## config.mk

```make
export PLATFORM = sky130hd
export DESIGN_NAME = posit_encoder_flat
export DESIGN_NICKNAME = d
export VERILOG_FILES = /design/src/rtl/posit_pkg.sv /design/src/rtl/posit_encoder_if.sv /design/src/rtl/posit_round.sv /design/src/rtl/posit_encoder.sv /design/src/flat_wrapper.sv
export SDC_FILE = /design/constraint.sdc
export NUM_CORES = 1
export LEC_CHECK = 0
export CAP_MARGIN = 20
export CORE_MARGIN = 5
export CORE_UTILIZATION = 56
export CTS_CLUSTER_SIZE = 14
export DETAILED_ROUTE_END_ITERATION = 10
export PLACE_DENSITY_LB_ADDON = 0.05
export SYNTH_ARGS = -nofsm -noshare
export SYNTH_HDL_FRONTEND = slang
export SYNTH_SLANG_ARGS = --single-unit
```

## constraint.sdc

```tcl
create_clock -name clk -period 7 [get_ports clk]
set_clock_uncertainty 0.1 [all_clocks]
set_input_delay 0.7 -clock clk [delete_from_list [all_inputs] [get_ports clk]]
set_output_delay 0.7 -clock clk [all_outputs]
set_load 0.01 [all_outputs]
```

## src/rtl/posit_pkg.sv

```systemverilog
// posit_pkg: shared constants and FSM state type for the posit<32,3> encoder.
// Holds format widths, special encodings and the encoder state enum.
package posit_pkg;

  localparam int N    = 32;
  localparam int ES   = 3;
  localparam int KMAX = N - 2;
  localparam int SW   = 10;
  localparam int MW   = 64;

  localparam logic [N-1:0] MAXPOS = 32'h7FFF_FFFF;
  localparam logic [N-1:0] MINPOS = 32'h0000_0001;
  localparam logic [N-1:0] NAR    = 32'h8000_0000;

  typedef enum logic [1:0] {
    IDLE,
    REGIME,
    ROUND,
    OUTPUT
  } state_e;

endpackage

```

## src/rtl/posit_encoder_if.sv

```systemverilog
// posit_encoder_if: request/result bundle of the posit encoder.
// master drives start + operand fields; slave returns posit_out, done, busy.
interface posit_encoder_if;
  import posit_pkg::*;

  logic          start;
  logic          sign_in;
  logic [SW-1:0] scale_in;
  logic [MW-1:0] mant_in;
  logic          zero_in;
  logic          nar_in;
  logic [N-1:0]  posit_out;
  logic          done;
  logic          busy;

  modport master (
    output start, sign_in, scale_in,
    output mant_in, zero_in, nar_in,
    input  posit_out, done, busy
  );

  modport slave (
    input  start, sign_in, scale_in,
    input  mant_in, zero_in, nar_in,
    output posit_out, done, busy
  );

endinterface

```

## src/rtl/posit_round.sv

```systemverilog
// posit_round: round-to-nearest-even on a posit body, saturating at maxpos.
// Ports: body/guard/sticky in, rounded body out (purely combinational).
module posit_round #(
  parameter int BW = 31
) (
  input  logic [BW-1:0] body,
  input  logic          guard,
  input  logic          sticky,
  output logic [BW-1:0] rounded
);

  logic inc;
  logic sat;

  always_comb begin
    inc = guard & (body[0] | sticky);
    // all-ones body is maxpos; a carry would wrap to zero
    sat = &body;
    rounded = body;
    if (inc && !sat) begin
      rounded = body + {{(BW-1){1'b0}}, 1'b1};
    end
  end

endmodule

```

## src/rtl/posit_encoder.sv

```systemverilog
// posit_encoder: sequential encoder from (sign, scale, mantissa) to posit<N,ES>.
// Ports: clk, rst (async, active-high), bus (slave: start/operands in, posit_out/done/busy out).
module posit_encoder #(
  parameter int N    = 32,
  parameter int ES   = 3,
  parameter int KMAX = 30
) (
  input  logic            clk,
  input  logic            rst,
  posit_encoder_if.slave  bus
);
  import posit_pkg::*;

  localparam int WW = ES + MW - 2 + N - 1;
  localparam logic signed [SW-1:0] KMAX_S = SW'(KMAX);
  localparam logic [4:0] RMAX = 5'(KMAX + 1);

  state_e        state_q, state_d;
  logic [WW-1:0] w_q, w_d;
  logic [4:0]    cnt_q, cnt_d;
  logic          term_q, term_d;
  logic          run_q, run_d;
  logic          neg_q, neg_d;
  logic [N-1:0]  res_q, res_d;
  logic [N-1:0]  posit_q, posit_d;
  logic          done_q, done_d;

  logic signed [SW-1:0] k;
  logic [4:0]    rlen;
  logic [4:0]    len;
  logic [WW-1:0] w_init;
  logic [N-2:0]  rounded;
  logic          unused_mant;

  // bits 63:62 are the fixed 01 prefix of a normalized mantissa
  assign unused_mant = ^bus.mant_in[MW-1:MW-2];

  assign k = $signed(bus.scale_in) >>> ES;

  // run length: k+1 for k>=0, -k for k<0 (~k+1 folds into the same add)
  assign rlen = (k[SW-1] ? ~k[4:0] : k[4:0]) + 5'd1;
  assign len  = (rlen == RMAX) ? RMAX : rlen + 5'd1;

  assign w_init = {bus.scale_in[ES-1:0],
                   bus.mant_in[MW-3:0],
                   {(N-1){1'b0}}};

  posit_round #(
    .BW(N-1)
  ) u_round (
    .body   (w_q[WW-1 -: N-1]),
    .guard  (w_q[WW-N]),
    .sticky (|w_q[WW-N-1:0]),
    .rounded(rounded)
  );

  always_comb begin
    state_d = state_q;
    w_d     = w_q;
    cnt_d   = cnt_q;
    term_d  = term_q;
    run_d   = run_q;
    neg_d   = neg_q;
    res_d   = res_q;
    posit_d = posit_q;
    done_d  = 1'b0;
    unique case (state_q)
      IDLE: begin
        if (bus.start) begin
          w_d     = w_init;
          cnt_d   = len;
          term_d  = (rlen != RMAX);
          run_d   = ~k[SW-1];
          neg_d   = bus.sign_in;
          state_d = OUTPUT;
          if (bus.nar_in) begin
            res_d = NAR;
            neg_d = 1'b0;
          end else if (bus.zero_in) begin
            res_d = '0;
            neg_d = 1'b0;
          end else if (k > KMAX_S) begin
            res_d = MAXPOS;
          end else if (k < -KMAX_S) begin
            res_d = MINPOS;
          end else begin
            state_d = REGIME;
          end
        end
      end
      REGIME: begin
        // terminator goes in first so it lands below the run bits
        w_d    = {term_q ? ~run_q : run_q, w_q[WW-1:1]};
        term_d = 1'b0;
        cnt_d  = cnt_q - 5'd1;
        if (cnt_q == 5'd1) begin
          state_d = ROUND;
        end
      end
      ROUND: begin
        res_d   = {1'b0, rounded};
        state_d = OUTPUT;
      end
      OUTPUT: begin
        posit_d = neg_q ? (~res_q + 1'b1) : res_q;
        done_d  = 1'b1;
        state_d = IDLE;
      end
      default: begin
        state_d = IDLE;
      end
    endcase
  end

  always_ff @(posedge clk or posedge rst) begin
    if (rst) begin
      state_q <= IDLE;
      w_q     <= '0;
      cnt_q   <= '0;
      term_q  <= 1'b0;
      run_q   <= 1'b0;
      neg_q   <= 1'b0;
      res_q   <= '0;
      posit_q <= '0;
      done_q  <= 1'b0;
    end else begin
      state_q <= state_d;
      w_q     <= w_d;
      cnt_q   <= cnt_d;
      term_q  <= term_d;
      run_q   <= run_d;
      neg_q   <= neg_d;
      res_q   <= res_d;
      posit_q <= posit_d;
      done_q  <= done_d;
    end
  end

  assign bus.posit_out = posit_q;
  assign bus.done      = done_q;
  assign bus.busy      = (state_q != IDLE);

endmodule

```

## src/flat_wrapper.sv

```systemverilog
// flat-port wrapper written by rule: the top's interface ports become plain ports
module posit_encoder_flat import posit_pkg::*;
#(
  parameter int N    = 32,
  parameter int ES   = 3,
  parameter int KMAX = 30
)
  (clk, rst, bus_start, bus_sign_in, bus_scale_in, bus_mant_in, bus_zero_in, bus_nar_in, bus_posit_out, bus_done, bus_busy);
  posit_encoder_if bus_i ();
  input  logic clk;
  input  logic rst;
  input wire logic [$bits(bus_i.start)-1:0] bus_start;
  input wire logic [$bits(bus_i.sign_in)-1:0] bus_sign_in;
  input wire logic [$bits(bus_i.scale_in)-1:0] bus_scale_in;
  input wire logic [$bits(bus_i.mant_in)-1:0] bus_mant_in;
  input wire logic [$bits(bus_i.zero_in)-1:0] bus_zero_in;
  input wire logic [$bits(bus_i.nar_in)-1:0] bus_nar_in;
  output wire logic [$bits(bus_i.posit_out)-1:0] bus_posit_out;
  output wire logic [$bits(bus_i.done)-1:0] bus_done;
  output wire logic [$bits(bus_i.busy)-1:0] bus_busy;
  assign bus_i.start = bus_start;
  assign bus_i.sign_in = bus_sign_in;
  assign bus_i.scale_in = bus_scale_in;
  assign bus_i.mant_in = bus_mant_in;
  assign bus_i.zero_in = bus_zero_in;
  assign bus_i.nar_in = bus_nar_in;
  assign bus_posit_out = bus_i.posit_out;
  assign bus_done = bus_i.done;
  assign bus_busy = bus_i.busy;
  posit_encoder #(.N(N), .ES(ES), .KMAX(KMAX)) u_core (.clk(clk), .rst(rst), .bus(bus_i));
endmodule
```

======== Yosys cells after proc, flatten, opt, wreduce, memory -nomap -nowiden ========
Index checks and enable logic that the tools add are counted.
cells by class
  add/subtract/negate cells ............... 5
  $lt $le $gt $ge ......................... 2
  equality and inequality tests ........... 9
  muxes and demuxes ....................... 27
  bitwise gates (word level) .............. 6
  reduce and logical (&&, ||, !) cells .... 12
operator list
  kind                     count
  $mux W32                 6
  $pmux W96 S2             1
  $mux W96                 1
  $pmux W32 S2             1
  $reduce_or A64 Y1        1
  $add A32 B1 Y32 const B  1
  $not A32 Y32             1
  $add A31 B1 Y31 const B  1
  $mux W31                 1
  $reduce_and A31 Y1       1
  $mux W5                  3
  $mux W2                  6
  $add A5 B1 Y5 const B    2
  $pmux W5 S2              1
  $pmux W2 S4              1
  $gt A7 B6 Y1 const B     1
  $lt A7 B6 Y1 const B     1
  $reduce_and A2 Y1        3
  $reduce_bool A2 Y1       3
  $eq A5 B1 Y1 const B     1
  $eq A5 B5 Y1 const B     1
  $mux W1                  5
  $ne A5 B3 Y1 const B     1
  $ne A5 B5 Y1 const B     1
  other kinds (14)         16
storage, ports and cells
  bits in registers ....................... 171
  bits of input ports ..................... 80
  output and inout bits ................... 34
  word-level logic and storage cells ...... 70

======== Longest topological paths before layout ========
Gate-level depths: netlist of the first run.
  depth in word-level cells ............... 7
  mapped depth ............................ 10
  mapped depth without buffers ............ 9

======== Cells and area by module ========
A second synthesis of the first run with hierarchy kept.
unflattened totals
  cell total of the unflattened synthesis .. 1,008
  area total of the unflattened synthesis .. 9,156.3 um^2
modules (own cells, without submodules)
  module         times used  cells an instance  area each (um^2)  sequential area each (um^2)
  posit_encoder  1           886                8,368.0           4,279.1
  posit_round    1           122                788.3             0.0

======== Worst setup path after synthesis of the first run ========
Ideal clock, no wire load.
  path kind ............................... input to register
  start ................................... in bus_scale_in[9]
  end ..................................... reg u_core.term_q
  library setup time ...................... 0.125 ns
  arrival ................................. 2.433 ns
  required time ........................... 6.775 ns
  setup slack ............................. 4.342 ns
  stages .................................. 9
  path buffers ............................ 1
  cells stage by stage .................... buf_2 > xnor2_1 > inv_1 > ha_1 > xor2_1 > xnor2_1 > nor3b_1 > a21oi_1 > mux2_2
on the way
  longest elaborated chain between the ends .. 5
RTL lines
  element               RTL line              RTL
  from (decl)           flat_wrapper.sv:14    input wire logic [$bits(bus_i.scale_in)-1:0] bus_scale_in;
  $mux W5               posit_encoder.sv:41   assign rlen = (k[SW-1] ? ~k[4:0] : k[4:0]) + 5'd1;
  $add A5 B1 Y5         posit_encoder.sv:41
  $ne A5 B5 Y1          posit_encoder.sv:72   term_d = (rlen != RMAX);
  $mux W1               posit_encoder.sv:69   if (bus.start) begin
  $pmux W1 S2           posit_encoder.sv:67   unique case (state_q)
  to (signal assigned)  posit_encoder.sv:130  term_q <= term_d;
  to (decl)             posit_encoder.sv:21   logic term_q, term_d;
No other way between the ends. The select of a mux whose other input is x is not followed.
A chain may end at the register's enable or synchronous reset.

======== Final worst setup path of the first run ========
  start ................................... in bus_scale_in[9]
  end ..................................... reg u_core.res_q[11]
on the way
  longest elaborated chain between the ends .. 6
  elaborated cells between the ends (all ways) .. 9
  classes of those cells .................. 2 x order compare; 1 x eq/ne; 5 x mux; 1 x reduce/logical
RTL lines
  element               RTL line              RTL
  $gt A7 B6 Y1          posit_encoder.sv:82   end else if (k > KMAX_S) begin
  $mux W32              posit_encoder.sv:82
  $mux W32              posit_encoder.sv:79   end else if (bus.zero_in) begin
  $mux W32              posit_encoder.sv:76   if (bus.nar_in) begin
  $mux W32              posit_encoder.sv:69
  $pmux W32 S2          posit_encoder.sv:67
  to (signal assigned)  posit_encoder.sv:133  res_q <= res_d;
  to (decl)             posit_encoder.sv:24   logic [N-1:0] res_q, res_d;
Several ways; a longest one is shown, not always the timed one. The select of a mux whose other input is x is not followed.

==> parameters.txt, run 1 <==
Parameter                              Value

Global route
  Number of global-route vias before repair    7001
  All-Layer GR Usage    0.223
  Total gr overflow    0
  Largest net degree at the start of global routing    106
  Wire length of the first global-routing pass    35600 um
  Antenna violations before repair    0

Critical path
  Endpoint required time on the critical path    7.18 ns
  Worst Reg2Reg Path Length in Cells    9
  Origin of the critical flop-to-flop path    u_core.state_q[0]
  Critical path start-end classification    in2reg
  CP Max Fanout    59
  Arrival time of data at the critical path endpoint    3.65 ns
  Type of destination of the critical path    flop
  Master of the slowest instance on the critical path    and2_0
  Slowest stage delay, CP    0.75 ns
  Capture instance of the worst register-to-register path    u_core.res_q[11]
  Cell-by-cell trace of the critical path    clkdlybuf4s50_1, nor3_1, o31a_2, buf_4, and2_0, and4_4, nor4_2
  Setup slack of the most critical reg-to-reg path    around 3.6 ns
  Startpoint type of the worst setup path    input pin

Yosys
  Most common cell in the synthesized netlist    dfrtp_1
  Async S/R FF share, synth    1.00
  Net count after synthesis    1063
  Sequential element share of the synthesized area    0.458
  Register bit count reported by yosys    171
  Number of unique standard cell types used by synthesis    80
  Post-synth top flop    dfrtp_1
  Cell area after technology mapping    about 9300 um2
  Yosys synthesis warning count    0
  Synthesized area per cell    9.61 um2
  Leading area contributor after synthesis    dfrtp_1
  Fraction of post-synthesis cell area in the top cell type by area    0.458
  Commonest cells in the synthesized netlist    171 x dfrtp_1, 108 x nand2_1, 91 x o21ai_0
  EDFF count, synth    0
  Top area cells in the synthesized netlist    dfrtp_1 46%, mux2i_1 7.1%, o21ai_0 4.9%
  Gate count of the mapped netlist    slightly below 1000

Finish
  Sequential cell area    ~4300 um2
  Final core area utilization    0.673
  Fraction of final layout cells with drive strength greater than 1    0.0817
  Design Area, Final    11100 um2
  Area used by multi-input combinational logic    between 4000 and 5000 um2
  Area growth from synthesis to final layout    18.5%
  Total number of nets in the final design    between 1000 and 1500
  Final std cells w/o fill    around 1300
  Total of fill cells in the finished design    ~1300
  Diodes inserted    0

Placement
  HPWL after detailed placement    14800 um
  Input/output buffers    111
  Post-placement cell area    around 10000 um2
  Final weighted congestion in routability-driven placement    0.854
  Cell Count Post-Placement    1241

Power and ir drop
  VDD IR-drop max    between 0.2 and 0.3 mV
  Pwr per Cell Area    460 nW/um2
  Lkg Pwr    roughly 4.5 nW
  Logic pwr share    0.431
  Clock network power share    0.185
  Internal Pwr Total    2.94 mW
  Switching share of power    0.424
  Sequential fraction of design power    0.384
  Net switching power of the design    2.16 mW

Routing
  DR vias    ~7600
  DRC violation count after routing    0
  Wire length after detailed routing    21800 um
  Avg WL per Cell    17.1 um
  Detailed-router iteration count before antenna repair    5
  Iteration-0 DRC count of the detailed router    441
  Via count normalized by instance count    5.95
  Antenna Violating Nets Remaining    0

Min path
  Worst min path class    reg2reg
  Worst min-delay path endpoint    u_core.w_q[38]
  Hold Path Stages    2
  Hold wc startpoint    u_core.w_q[38]

CTS
  Clock insertion delay at the later pin of the skew report    0.43 ns
  Number of buffers inserted for hold repair after clock tree synthesis    0
  Cells resized by post-CTS repair    0
  TritonCTS clock tree    built
  Root buffer selected by CTS    clkbuf_16
  Clock buffer count from CTS    17
  H-tree levels    4
  Clock-pin slew reported for the worst setup and hold paths after clock tree synthesis    0.07 ns
  Sink Count    171
  Maximum buffer depth of the clock tree    2
  Total setup buffers inserted after CTS    0

STA
  Setup repair after global routing missed its margin    false
  Endpoints failing setup    0
  Final setup TNS    0 ns
  Max-slew headroom at the worst pin    0.275
  Count of final max-slew check failures    0
  Final-layout worst hold slack    between 0.4 and 0.5 ns
  Final hold violations    0
  Actual transition at the worst max-transition pin    1.09 ns
  Achievable frequency    approximately 290 MHz
  Minimum clock period after layout    3.47 ns
  Final critical-path share of the clock period    0.496

Floorplan
  Chip Height    139 um
  Die footprint    19400 um2
  I/O pin total    114
  Standard-cell row count    47
  Area of the placeable core    between 15000 and 20000 um2
  Width of the chip    139 um
  Initial core utilization    0.568

Outcome
  Run status    completed

Job
  Max-cap check violation count    0
## stage by stage
stage	setup WS, ns	total power, mW
after floorplan	1.57	3.53
after global routing	3.40	5.49
after global placement	3.14	4.10
after detailed placement	3.14	4.15
final	3.53	5.10
after CTS	3.59	5.11
## how the worst max path moves through the flow
| stage | cells after the start | from | to | slack [ns] |
|---|---|---|---|---|
| after floorplan | 1 | rst | u_core.bus.done | 1.57 |
| after global placement | 7 | bus_scale_in[9] | u_core.res_q[11] | 3.14 |
| after detailed placement | 7 | bus_scale_in[9] | u_core.res_q[11] | 3.14 |
| after CTS | 7 | bus_scale_in[9] | u_core.res_q[11] | 3.59 |
| after global routing | 7 | bus_scale_in[9] | u_core.res_q[11] | 3.40 |
| final | 7 | bus_scale_in[9] | u_core.res_q[11] | 3.53 |
## layout make-up
cell class	instances	area share
multi-input cells	713	0.421
clock buffers	19	0.0409
repair buffers	120	0.108
clock inverters	12	0.0127
inverters	18	0.00655
well taps	220	0.0249
flip-flops and latches	171	0.386
## flip-flops by register name, summed over array words and instances (netlist names)
name                  count
u_core.term_q             1
u_core.bus.done           1
u_core.cnt_q              5
u_core.w_q               96
u_core.state_q            2
u_core.res_q             32
u_core.neg_q              1
u_core.run_q              1
u_core.bus.posit_out     32
## kinds of logic (layout without fill, tap and decap cells)
logic type                 Yosys count  in the layout  share of synthesized area
and+or+nand+nor                    351            351                      0.199
AOI/OAI and AO/OA                  243            243                      0.171
DFF                                171            171                      0.458
buffers and inverters               89            169                     0.0470
muxes                               70             70                     0.0755
xor gates and xnor gates            39             39                     0.0365
adders and majority gates           10             10                     0.0134
## cells in the final DEF (no fill, tap or decap), drive strengths merged, types with 4 or more instances in the layout
cell type and n:
and3 11, a31oi 5, dfrtp 171, o31ai 7
o211ai 9, o41ai 8, nand2 109, buf 9
nor3 23, o2111ai 6, nand4 14, o22ai 13
mux2i 66, o311ai 7, a21oi 44, xnor2 6
clkbuf 19, nand2b 7, clkinv 6, a311oi 4
and4 11, nand3 23, mux2 4, inv 19
nor4 35, ha 10, or4 12, nor2 80
and2 6, o21ai 92, a211oi 6, a22o 31
xor2 33, nand3b 4, clkdlybuf4s50 111
## metal layers
layer	global-route usage	part of all wire	vias to the layer above	wire length, um
met3	0.0524	0.066	29	1430
met5	0	0	-	0
li1	-	-	3714	-
met2	0.344	0.46	234	9980
met4	0.0680	0.015	0	331
met1	0.317	0.46	3596	10000
## power by group through the flow
| stage | Combinational (mW) | Sequential (mW) | Clock [mW] |
|---|---|---|---|
| 2_1_floorplan | 1.76 | 1.78 | 0 |
| 5_1_grt | 2.46 | 2.03 | 1.00 |
| 3_3_place_gp | 2.15 | 1.95 | 0 |
| 6_report | 2.20 | 1.96 | 0.943 |
| 4_1_cts | 2.21 | 1.94 | 0.961 |
| 3_5_place_dp | 2.19 | 1.96 | 0 |
## critical path: cells and delay by family
kind,cells,cell delay (ns)
simple gates,4,1.58
buf+inv,2,1.14
compound gates,1,0.20
Note: power is estimated with default switching activity, not from simulation.
==> run 2: changes to the inputs <==
CORE_UTILIZATION = 51   (was 56)
clock period = 2.8 ns   (was 7 ns; I/O delays follow)
==> parameters.txt, run 2 (synthesis gave the netlist of run 1 again) <==
Parameter                              Value

CTS
  Clock-pin slew reported for the worst setup and hold paths after clock tree synthesis    0.07 ns (about the same)
  H-tree levels    4 (unchanged)
  Maximum buffer depth of the clock tree    2 (unchanged)
  Root buffer selected by CTS    clkbuf_16 (unchanged)
  TritonCTS clock tree    built (unchanged)
  Sink Count    171 (unchanged)
  Clock insertion delay at the later pin of the skew report    0.43 ns (about the same)
  Clock buffer count from CTS    17 (unchanged)

Critical path
  Type of destination of the critical path    flop (unchanged)
  CP Max Fanout    12 (was 59)
  Arrival time of data at the critical path endpoint    2.75 ns (was 3.65 ns)
  Startpoint type of the worst setup path    flop (was input pin)
  Critical path start-end classification    reg2reg (was in2reg)
  Endpoint required time on the critical path    2.96 ns (was 7.18 ns)

Floorplan
  Standard-cell row count    49 (was 47)
  I/O pin total    114 (unchanged)
  Chip Height    145 um (was 139 um)
  Initial core utilization    0.519 (was 0.568)
  Die footprint    21100 um2 (was 19400 um2)
  Width of the chip    145 um (was 139 um)
  Area of the placeable core    18000 um2 (was 16500 um2)

Finish
  Flip-flop count of the largest register, all copies and words added    96 (unchanged)
  Total number of nets in the final design    1177 (was 1131)
  Leading cell types in the layout, fill and taps excluded    171 x dfrtp_1, 111 x clkdlybuf4s50_1, 108 x nand2_1 (unchanged)
  Fraction of final layout cells with drive strength greater than 1    0.122 (was 0.0817)
  Leading cell type in the layout, fill and taps excluded    dfrtp_1 (unchanged)
  Design Area, Final    11600 um2 (was 11100 um2)
  Top reg by flops    u_core.w_q (unchanged)
  Total of fill cells in the finished design    1568 (was 1327)
  Area growth from synthesis to final layout    23.6% (was 18.5%)
  Diodes inserted    0 (unchanged)

Routing
  Wire length after detailed routing    23200 um (was 21800 um)
  Detailed-router iteration count before antenna repair    5 (unchanged)
  DR vias    7669 (was 7573)
  Antenna Violating Nets Remaining    0 (unchanged)
  Via count normalized by instance count    5.77 (was 5.95)
  DRC violation count after routing    0 (unchanged)
  Avg WL per Cell    17.5 um (was 17.1 um)
  Iteration-0 DRC count of the detailed router    438 (was 441)

Placement
  Final weighted congestion in routability-driven placement    0.883 (was 0.854)
  Post-placement cell area    10900 um2 (was 10500 um2)
  Input/output buffers    111 (unchanged)
  HPWL after detailed placement    16800 um (was 14800 um)

STA
  Max-slew headroom at the worst pin    0.391 (was 0.275)
  Count of final max-slew check failures    0 (unchanged)
  Minimum clock period after layout    2.58 ns
  Final hold violations    0 (unchanged)
  Endpoints failing setup    0 (unchanged)
  Setup repair after global routing missed its margin    false (unchanged)
  Final critical-path share of the clock period    0.923
  Actual transition at the worst max-transition pin    0.914 ns (was 1.09 ns)
  Final setup TNS    0 ns (unchanged)
  Achievable frequency    387 MHz

Power and ir drop
  Lkg Pwr    4.73 nW (was 4.46 nW)
  Sum of internal, switching and leakage power    13.5 mW (was 5.10 mW)
  Pwr per Cell Area    1170 nW/um2 (was 460 nW/um2)
  VDD IR-drop max    0.753 mV (was 0.258 mV)

Global route
  Wire length of the first global-routing pass    38700 um (was 35600 um)
  GR Util met1    0.318 (was 0.317)
  Number of global-route vias before repair    7353 (was 7001)
  Antenna violations before repair    0 (unchanged)
  Met2 global-route usage    0.336 (was 0.344)
  Total gr overflow    0 (unchanged)
  Largest net degree at the start of global routing    65 (was 106)
  Most heavily used metal layer in global routing    met2 (unchanged)
  All-Layer GR Usage    0.221 (was 0.223)
  Routing usage on met3    0.0564 (was 0.0524)

Outcome
  Run status    completed (unchanged)

Job
  Max-cap check violation count    0 (unchanged)

Min path
  Worst min path class    in2async (was reg2reg)
## run 2: changes by cell type in the layout (fill, tap and decap cells not counted), moves of 2 or more
cell,previous run,this run
nor4_2,9,11
buf_4,8,46
clkinv_4,4,2
nor4_1,26,24
buf_12,0,9
## run 2: cell type report
class,count,area (um2),share of cell area
clock inverter,12,163,0.0141
clock buffer,19,443,0.0383
sequential,171,4280,0.370
timing repair buffer,166,1640,0.142
inverter,18,71.3,0.00617
multi-input combinational,713,4680,0.405
tap,229,287,0.0248
## run 2: critical path: stages, from the launching register on
cell      delay, ns
dfrtp_1        0.39
buf_4          0.18
nor3_1         0.35
nand3_1        0.14
nor4_2         0.34
buf_4          0.17
nand2_1        0.25
a311oi_1       0.40
nor4_1         0.10
## run 2: final timing paths
path | end | from | cells after the start | slack [ns]
max | u_core.res_q[6] | u_core.w_q[65] | 8 | 0.22
min | u_core.cnt_q[0] | rst | 2 | 0.11
max reg2reg | u_core.res_q[6] | u_core.w_q[65] | 8 | 0.22
min reg2reg | u_core.run_q | u_core.run_q | 2 | 0.41
max in group asynchronous | u_core.res_q[12] | rst | 3 | 1.89
min in group clk | u_core.neg_q | bus_sign_in | 3 | 0.33
## run 2: where the power goes
group          switching (mW)  internal [mW]  leakage, nW
clock network            1.01           1.44        0.291
registers                1.15           3.56         2.12
logic                    3.45           2.86         2.31
total                    5.61           7.85         4.73
## run 2: per-layer routing
layer  vias up  share of wire
met1      3658           0.47
met4         0          0.012
met3        27          0.061
met2       186           0.46
li1       3798              -
met5         -              0
## run 2: through the flow
stage / std cells / utilization / setup WS, ns / hold WS, ns
floorplan: 973 / - / 0.237 / 0.316
global placement: 1297 / 0.606 / 0.0649 / 0.387
detailed placement: 1297 / 0.606 / 0.0334 / 0.395
CTS: 1328 / 0.640 / 0.110 / 0.110
global route: 1328 / 0.641 / 0.0423 / 0.120
finish: 1328 / 0.641 / 0.216 / 0.107
## run 2: timing repair
item / CTS / global route
setup endpoints to repair: 0 / 6
buffers inserted: 0 / 0
hold buffers: 0 / 0
gates resized for setup: 0 / 3
==> run 3: changes to the inputs <==
CTS_CLUSTER_SIZE = not set   (was 14)
==> results of run 3 <==
No change in the layout: final DEF, timing and power equal those of run 2.
